`src/rtl/sap_pkg.sv`:
```
// Purpose: SAP CPU shared widths, reset vector and PC command encoding.
// Latency: n/a (types, constants and a combinational helper only).
// Backpressure: n/a.
//
// Contents:
//   SAP_DATA_W, SAP_PC_RESET_VEC  bus width and PC reset vector
//   pc_cmd_t, CMD_*               PC command encoding, shared with the control sequencer
//   pc_cmd_sel()                  priority encoder: ret > call > write > inc
package sap_pkg;

  localparam int SAP_DATA_W       = 16;
  localparam int SAP_PC_RESET_VEC = 10;

  typedef logic [2:0] pc_cmd_t;

  localparam pc_cmd_t CMD_NONE  = 3'd0;
  localparam pc_cmd_t CMD_INC   = 3'd1;
  localparam pc_cmd_t CMD_WRITE = 3'd2;
  localparam pc_cmd_t CMD_CALL  = 3'd3;
  localparam pc_cmd_t CMD_RET   = 3'd4;

  // The sequencer may raise several strobes at once; only the
  // highest-priority one is acted on.
  function automatic pc_cmd_t pc_cmd_sel(input logic ret,
                                         input logic call,
                                         input logic write,
                                         input logic inc);
    if (ret)        return CMD_RET;
    else if (call)  return CMD_CALL;
    else if (write) return CMD_WRITE;
    else if (inc)   return CMD_INC;
    else            return CMD_NONE;
  endfunction

endpackage

```
`src/rtl/pc_ret_stack.sv`:
```
// Purpose: return-address stack (LIFO array + occupancy counter).
// Latency: push/pop take effect at the clock edge; top_dat/flags are combinational from state.
// Backpressure: none; a push while full is dropped, a pop while empty is ignored.
//
// Ports:
//   clk, rst          clock, async active-high reset (clears sp only)
//   push, push_dat    write push_dat at ras[sp], sp+1 (pop wins if both asserted)
//   pop               sp-1
//   top_dat           ras[sp-1]; meaningless while empty
//   sp, full, empty   occupancy 0..DEPTH and its derived flags
module pc_ret_stack #(
  parameter int ADDR_W = 8,
  parameter int DEPTH  = 4
) (
  input  logic                       clk,
  input  logic                       rst,
  input  logic                       push,
  input  logic                       pop,
  input  logic [ADDR_W-1:0]          push_dat,
  output logic [ADDR_W-1:0]          top_dat,
  output logic [$clog2(DEPTH+1)-1:0] sp,
  output logic                       full,
  output logic                       empty
);

  localparam int SP_W  = $clog2(DEPTH+1);
  localparam int IDX_W = $clog2(DEPTH);
  localparam logic [SP_W-1:0] SP_MAX = SP_W'(DEPTH);

  logic [ADDR_W-1:0] ras [DEPTH];
  logic [SP_W-1:0]   sp_q;
  logic [SP_W-1:0]   sp_m1;
  logic [IDX_W-1:0]  wr_idx;
  logic [IDX_W-1:0]  rd_idx;
  logic              do_push;
  logic              do_pop;

  assign full    = (sp_q == SP_MAX);
  assign empty   = (sp_q == '0);
  assign sp      = sp_q;

  assign do_pop  = pop & ~empty;
  assign do_push = push & ~pop & ~full;

  // sp < DEPTH whenever a write happens and sp > 0 whenever a read matters,
  // so the truncated low bits always address a valid entry.
  assign sp_m1   = sp_q - SP_W'(1);
  assign wr_idx  = sp_q[IDX_W-1:0];
  assign rd_idx  = sp_m1[IDX_W-1:0];
  assign top_dat = ras[rd_idx];

  always_ff @(posedge clk or posedge rst) begin
    if (rst) begin
      sp_q <= '0;
    end else if (do_pop) begin
      sp_q <= sp_m1;
    end else if (do_push) begin
      sp_q <= sp_q + SP_W'(1);
    end
  end

  // Contents need no reset; gating on rst keeps a push that coincides with
  // reset from landing in the array.
  always_ff @(posedge clk) begin
    if (do_push && !rst) begin
      ras[wr_idx] <= push_dat;
    end
  end

endmodule

```
`src/rtl/pc_stack_unit.sv`:
```
// Purpose: SAP program counter with increment, absolute jump, CALL/RET via a return-address stack.
// Latency: 1 cycle; pc_out/sp reflect a command the cycle after its clock edge.
// Backpressure: none; one command per cycle, priority ret > call > write > inc.
//
// Ports:
//   clk, rst                        clock, async active-high reset
//   pc_inc, pc_write, pc_call, pc_ret  command strobes
//   bus                             jump/call target (low ADDR_W bits used)
//   pc_out                          current PC, zero-extended to DATA_W
//   sp, stack_empty, stack_full     return-stack occupancy and flags
//   pc_fault                        sticky CALL-when-full / RET-when-empty flag,
//                                   present only when PC_STACK_FAULT_EN is defined
module pc_stack_unit
  import sap_pkg::*;
#(
  parameter int DATA_W      = SAP_DATA_W,
  parameter int ADDR_W      = 8,
  parameter int STACK_DEPTH = 4,
  parameter int RESET_VEC   = SAP_PC_RESET_VEC
) (
  input  logic                             clk,
  input  logic                             rst,
  input  logic                             pc_inc,
  input  logic                             pc_write,
  input  logic                             pc_call,
  input  logic                             pc_ret,
  input  logic [DATA_W-1:0]                bus,
  output logic [DATA_W-1:0]                pc_out,
  output logic [$clog2(STACK_DEPTH+1)-1:0] sp,
  output logic                             stack_empty,
  output logic                             stack_full
`ifdef PC_STACK_FAULT_EN
  ,
  output logic                             pc_fault
`endif
);

  localparam logic [ADDR_W-1:0] RST_PC = ADDR_W'(RESET_VEC);

  pc_cmd_t           cmd;
  logic [ADDR_W-1:0] pc_q;
  logic [ADDR_W-1:0] pc_nxt;
  logic [ADDR_W-1:0] pc_plus1;
  logic [ADDR_W-1:0] target;
  logic [ADDR_W-1:0] ras_top;
  logic              ras_push;
  logic              ras_pop;

  // Only the low ADDR_W bits of the bus are a valid PC.
  logic              unused_bus;
  assign unused_bus = &{1'b0, bus};

  assign cmd      = pc_cmd_sel(pc_ret, pc_call, pc_write, pc_inc);
  assign target   = bus[ADDR_W-1:0];
  assign pc_plus1 = pc_q + ADDR_W'(1);   // wraps modulo 2^ADDR_W
  assign pc_out   = DATA_W'(pc_q);

  always_comb begin
    pc_nxt   = pc_q;
    ras_push = 1'b0;
    ras_pop  = 1'b0;
    case (cmd)
      CMD_RET: begin
        ras_pop = 1'b1;
        pc_nxt  = stack_empty ? RST_PC : ras_top;
      end
      CMD_CALL: begin
        // Jump happens even if the stack is full; the push is then dropped.
        ras_push = 1'b1;
        pc_nxt   = target;
      end
      CMD_WRITE: pc_nxt = target;
      CMD_INC:   pc_nxt = pc_plus1;
      default:   pc_nxt = pc_q;
    endcase
  end

  always_ff @(posedge clk or posedge rst) begin
    if (rst) begin
      pc_q <= RST_PC;
    end else begin
      pc_q <= pc_nxt;
    end
  end

  pc_ret_stack #(
    .ADDR_W (ADDR_W),
    .DEPTH  (STACK_DEPTH)
  ) u_ras (
    .clk      (clk),
    .rst      (rst),
    .push     (ras_push),
    .pop      (ras_pop),
    .push_dat (pc_plus1),
    .top_dat  (ras_top),
    .sp       (sp),
    .full     (stack_full),
    .empty    (stack_empty)
  );

`ifdef PC_STACK_FAULT_EN
  logic fault_set;
  assign fault_set = (ras_push & stack_full) | (ras_pop & stack_empty);

  always_ff @(posedge clk or posedge rst) begin
    if (rst) begin
      pc_fault <= 1'b0;
    end else if (fault_set) begin
      pc_fault <= 1'b1;
    end
  end
`endif

endmodule

```
`config.mk`:
```
export PLATFORM = sky130hd
export DESIGN_NAME = pc_stack_unit
export DESIGN_NICKNAME = d
export VERILOG_FILES = /design/src/rtl/sap_pkg.sv /design/src/rtl/pc_ret_stack.sv /design/src/rtl/pc_stack_unit.sv
export SDC_FILE = /design/constraint.sdc
export NUM_CORES = 1
export LEC_CHECK = 0
export CAP_MARGIN = 20
export CORE_MARGIN = 2
export CORE_UTILIZATION = 47
export DETAILED_ROUTE_END_ITERATION = 10
export PLACE_DENSITY = 0.71
export SYNTH_ARGS = -nofsm -noshare
export SYNTH_HDL_FRONTEND = slang
export SYNTH_HIERARCHICAL = 1
export SYNTH_SLANG_ARGS = --single-unit
```
`constraint.sdc`:
```
create_clock -name clk -period 2.9 [get_ports clk]
set_input_delay 0.29 -clock clk [delete_from_list [all_inputs] [get_ports clk]]
set_output_delay 0.29 -clock clk [all_outputs]
set_load 0.05 [all_outputs]
```
### After elaboration in Yosys (flattened, before gate mapping)

Memories as Yosys holds them, arrays and structs flattened.
Cells that the tools add are included.

| cells by class | value |
|---|---|
| add/subtract/negate cells | 3 |
| multipliers | 0 |
| divide/modulo/power cells | 0 |
| magnitude comparators | 0 |
| eq/ne operators | 5 |
| shift operators | 0 |
| muxes and demuxes | 12 |
| bitwise logic cells | 6 |
| reduce and logical (&&, ||, !) cells | 6 |

Operators by type and width:

| operator | count |
|---|---|
| $pmux 8 s3 | 1 |
| $mux 3 | 3 |
| $add 8x1->8 const B | 1 |
| $mux 8 | 1 |
| $eq 3x2->1 const B | 2 |
| $eq 3x3->1 const B | 2 |
| $mux 1 | 5 |
| $mux 2 | 2 |
| $add 3x1->3 const B | 1 |
| $and 1x1->1 | 3 |
| $eq 3x1->1 const B | 1 |
| $logic_not 3->1 | 1 |
| $not 1->1 | 3 |
| $reduce_bool 3->1 | 1 |
| $sub 3x1->3 const B | 1 |
| $reduce_bool 2->1 | 1 |
| $reduce_or 2->1 | 1 |
| $logic_and 1x1->1 | 1 |
| $logic_not 1->1 | 1 |

| storage, ports and cells | value |
|---|---|
| flip-flop bits (word level) | 11 |
| latch bits | 0 |
| bits in writable memories | 32 |
| bits in read-only memories | 0 |
| bits of input ports | 22 |
| output and inout port bits | 21 |
| word-level logic and storage cells | 35 |
| memories kept | 1 |

Memory list:

| memory | depth | bits a word | read ports | clocked after memory_dff | wr ports | RTL line | text |
|---|---|---|---|---|---|---|---|
| u_ras.ras | 4 | 8 | 1 | 0 | 1 | pc_ret_stack.sv:30 | `logic [ADDR_W-1:0] ras [DEPTH];` |

### Longest topological paths before layout

| depth | value |
|---|---|
| depth in word-level cells | 12 |
| gate-level depth with buffers | 9 |
| gate-level depth less buffers | 7 |

### Modules after synthesis

Netlist, hierarchy kept.

By module, submodules not included:

| module | instances | cells an instance | area each (um^2) | sequential area each (um^2) |
|---|---|---|---|---|
| pc_ret_stack | 1 | 74 | 1443.9 | 1036.0 |
| pc_stack_unit | 1 | 90 | 752.0 | 202.7 |

### Worst setup path after synthesis

OpenSTA, ideal clock, no wires.

| timing path | value |
|---|---|
| path kind | register -> register |
| from | reg u_ras.sp_q[0] (netlist: u_ras/sp[0]) |
| to | mem u_ras.ras[0][0] (enable) |
| library setup time | 385 ps |
| data arrival time | 2121 ps |
| data required time | 2515 ps |
| slack | 394 ps |
| stages on the path, launching flop included | 7 |
| path buffers | 1 |
| period minus slack after synthesis | 2506 ps |
| cell sequence | dfrtp_1 -> buf_6 -> inv_1 -> ha_1 -> nand2_1 -> nand2_1 -> nor3b_1 |

| on the way | value |
|---|---|
| word-level cells in the longest chain between the ends | 6 |

Ends and longest elaborated chain:

| element | RTL line | text |
|---|---|---|
| start, declared | pc_ret_stack.sv:31 | `logic [SP_W-1:0] sp_q;` |
| start signal, assigned | pc_ret_stack.sv:56 | `sp_q <= sp_m1;` |
| start signal, assigned | pc_ret_stack.sv:58 | `sp_q <= sp_q + SP_W'(1);` |
| $eq 3x3->1 | pc_ret_stack.sv:38 | `assign full = (sp_q == SP_MAX);` |
| $not 1->1 | pc_ret_stack.sv:43 | `assign do_push = push & ~pop & ~full;` |
| $and 1x1->1 | pc_ret_stack.sv:43 |  |
| $logic_and 1x1->1 | pc_ret_stack.sv:65 | `if (do_push && !rst) begin` |
| $mux 1 | pc_ret_stack.sv:65 |  |
| $mux 1 (implied by the code) | pc_ret_stack.sv:66 | `ras[wr_idx] <= push_dat;` |
| end, declared | pc_ret_stack.sv:30 |  |

Several ways; a longest one is shown, not always the timed one.

### Worst setup path in the final report

| timing path | value |
|---|---|
| from | reg u_ras.sp_q[1] (netlist: u_ras/sp[1]) |
| to | out stack_empty |

| on the way | value |
|---|---|
| word-level cells in the longest chain between the ends | 1 |

Ends and longest elaborated chain:

| element | RTL line | text |
|---|---|---|
| $logic_not 3->1 | pc_ret_stack.sv:39 | `assign empty = (sp_q == '0);` |
| end, declared | pc_stack_unit.sv:30 | `output logic stack_empty,` |

No other way between the ends.

==> impl_metrics.yaml <==
status:
  outcome: "finished clean"
pwr:
  p_seq_share_pct: 37.0
  clockPowerShare_pct: 13.8
  irDropWorstVdd_mv: 0.5650
  p_per_area_nw_per_um2: 1007
  p_leak_uw: 0.0009526
  combPwrFrac_pct: 49.2
  switchingPower_uw: 1087
  fin_total_pwr_uw: 2600
  p_int_uw: 1513
  p_sw_share_pct: 41.82
critical_path:
  cp_num_buf_inv: 2
  worst-r2r-setup-slack_ns: 0.72
  cp.required_ns: 2.61
  crit_type: "flip-flop to output port"
  crit_chain: "inv_1 -> ha_1 -> ha_1 -> clkdlybuf4s50_1"
  crit_fanout: 7
  crit_end: "stack_empty"
  cpPeakStageDelay_ns: 0.87
  crit_arrival_ns: 2.27
  crit_path_end_kind: "output port"
  cp-start-kind: "flip-flop"
  worstRegToRegCells: 7
  crit_family: "buffers and inverters"
  crit_cells: 4
  r2r-end: "pc_q[5]"
  cp_common_cell: "ha_1"
  critical_path.slowest_cell: "clkdlybuf4s50_1"
  timing.critical_path.from: "u_ras/sp[1]"
  timing.rr.start: "u_ras/sp[1]"
global_route:
  grt_max_degree: 14
  track_usage_pct: 18.55
  grt_overflow: 0
  grt_pass1_wl_mm: 7.210
  grt_pass1_vias: 1389
  antenna_found_initial: 0
detailed_routing:
  vias_per_cell: 5.620
  antenna_left: 0
  wl_per_cell_um: 17.95
  first_iter_violations: 132
  first_pass_iters: 4
  vias: 1405
  wl_mm: 4.487
  drc: 0
sta:
  rsz0062_at_grt: "false"
  worst_slack_ns: 0.3429
  timing.fmax_ghz: 0.3911
  finalHoldViolCount: 0
  period_minus_slack_ns: 2.557
  setup_viol: 0
  tightest_slew_ns: 0.5183
  min_period_over_period_pct: 88.18
  slew_headroom_pct: 65.34
  maxSlewViolCount: 0
  fin_worst_skew_ns: 0.007719
  tns_ns: 0
logic_synthesis:
  synthCells: 164
  synth_area_leaders: "edfxtp_1 44%, dfrtp_1 10%, mux4_2 8.2%"
  synth.avg_cell_area_um2: 13.39
  synth-seq-area-share_pct: 56.41
  synth_top_area_cell: "edfxtp_1"
  syn_area_um2: 2196
  yosysWarnings: 6
  synth_top_area_share_pct: 43.76
  synth_seq_cells: 43
  synth_cell_type_count: 44
cells_and_area:
  fin_area_um2: 2581
  num-nets-final: 226
  antenna-diode-count: 0
  layout_commonest_cell: "edfxtp_1"
  layout_common_cells: "32 x edfxtp_1, 26 x clkdlybuf4s50_1"
  syn_to_final_growth_pct: 17.55
  fill_cells: 352
  drive_gt1_share_pct: 16.67
  fin_cells: 250
clock_tree:
  clkSinkCount: 43
  cts_buffers: 5
  clockBufferDepth: 2
  cts_max_level: 2
  hold_buffers: 0
  cts_root_buf: "clkbuf_8"
  cts_tree: "yes"
  clkTransAtPathRegs_ns: 0.08
  post_cts.repair.setup_buffers: 0
  clk_latency_ns: 0.29
  post_cts_resize_count: 0
place:
  hpwlAfterDp_mm: 3.254
  place_area_um2: 2496
  place_inst: 242
  place.gp.congestion: 0.8980
  pre_cts_slack_ns: 0.6014
  numPortBuffers: 26
worst_hold_path:
  hold_class: "input port to asynchronous set/reset pin"
floorplanning:
  die_w_um: 72.35
  die_y_um: 72.35
  die_area_um2: 5235
  coreArea_um2: 4414
  rows: 24
  ios: 43
  initial_core_util_pct: 49.74
run:
  maxCapViolations: 0
[worst min-delay path by stage]
stage	from	cells after the start	to
detailed placement	pc_q[5]	1	pc_q[5]
global placement	rst	2	u_ras/sp[1]
finish	rst	2	u_ras/sp[0]
floorplan	rst	1	u_ras/sp[0]
CTS	rst	2	u_ras/sp[0]
global route	rst	2	u_ras/sp[0]
[cells by family (layout without fill, tap and decap cells)]
| kind of cell | Yosys count | after routing | synth area share, % |
|---|---|---|---|
| AOI/OAI and AO/OA | 36 | 36 | 11.40 |
| xor gates and xnor gates | 9 | 9 | 3.589 |
| adders and majority gates | 7 | 7 | 3.988 |
| buffers and inverters | 23 | 50 | 6.096 |
| DFF | 43 | 43 | 56.41 |
| muxes | 9 | 9 | 8.661 |
| other | 1 | 8 | 0.1708 |
| and+or+nand+nor | 36 | 36 | 9.686 |
[layer usage]
| metal | GRT usage [%] | part of all wire (%) | routed length [um] |
|---|---|---|---|
| met1 | 24.98 | 44 | 1964 |
| met2 | 30.99 | 51 | 2303 |
| met3 | 3.472 | 4.0 | 178 |
| met4 | 5.031 | 0.89 | 40 |
| met5 | 0 | 0 | 0 |
[power groups by stage]
stage,clock (uW),sequential (uW),combinational (uW)
6_report,358,962,1280
5_1_grt,393,981,1380
4_1_cts,367,961,1290
3_5_place_dp,0,974,1280
3_3_place_gp,0,969,1240
2_1_floorplan,0,1200,686
[registers in the layout (all words and copies together), names as in the netlist]
signal     cells
pc_q           8
u_ras/sp       3
u_ras/ras     32
[per-stage QoR]
stage / utilization (%) / hold WS [ns]
2_1_floorplan: - / 0.04364
3_3_place_gp: 56.55 / 0.6146
3_5_place_dp: 56.55 / 0.6189
4_1_cts: 58.48 / 0.3247
5_1_grt: 58.48 / 0.3454
6_report: 58.48 / 0.3287
[synth_stat cells, drive strengths merged]
cell and number:
a211oi 1, o22a 2, a32o 1, clkbuf 1, nor2 5, o22ai 3, o41a 1, nor3b 4
and2b 2, a2bb2oi 2, ha 7, and3 2, o2bb2ai 2, or3 1, dfrtp 9, nor3 4
buf 12, nand3 5, nand3b 1, o32a 1, a31oi 2, a21oi 8, dfstp 2, edfxtp 32
nand2 9, conb 1, xor2 4, nand2b 1, mux2i 1, inv 10, o21ai 11, nor2b 2
a221oi 2, mux4 8, xnor2 5
[layout make-up]
cell class / count / area, um2 / area share, %
clock buffer: 6 / 72.57 / 2.811
clock inverter: 2 / 12.51 / 0.4847
multi-input combinational: 105 / 849.6 / 32.91
inverter: 10 / 37.54 / 1.454
sequential: 43 / 1239 / 47.99
timing repair buffer: 32 / 305.3 / 11.83
tap: 52 / 65.06 / 2.521
No activity file was read; power rests on OpenSTA's default activity.
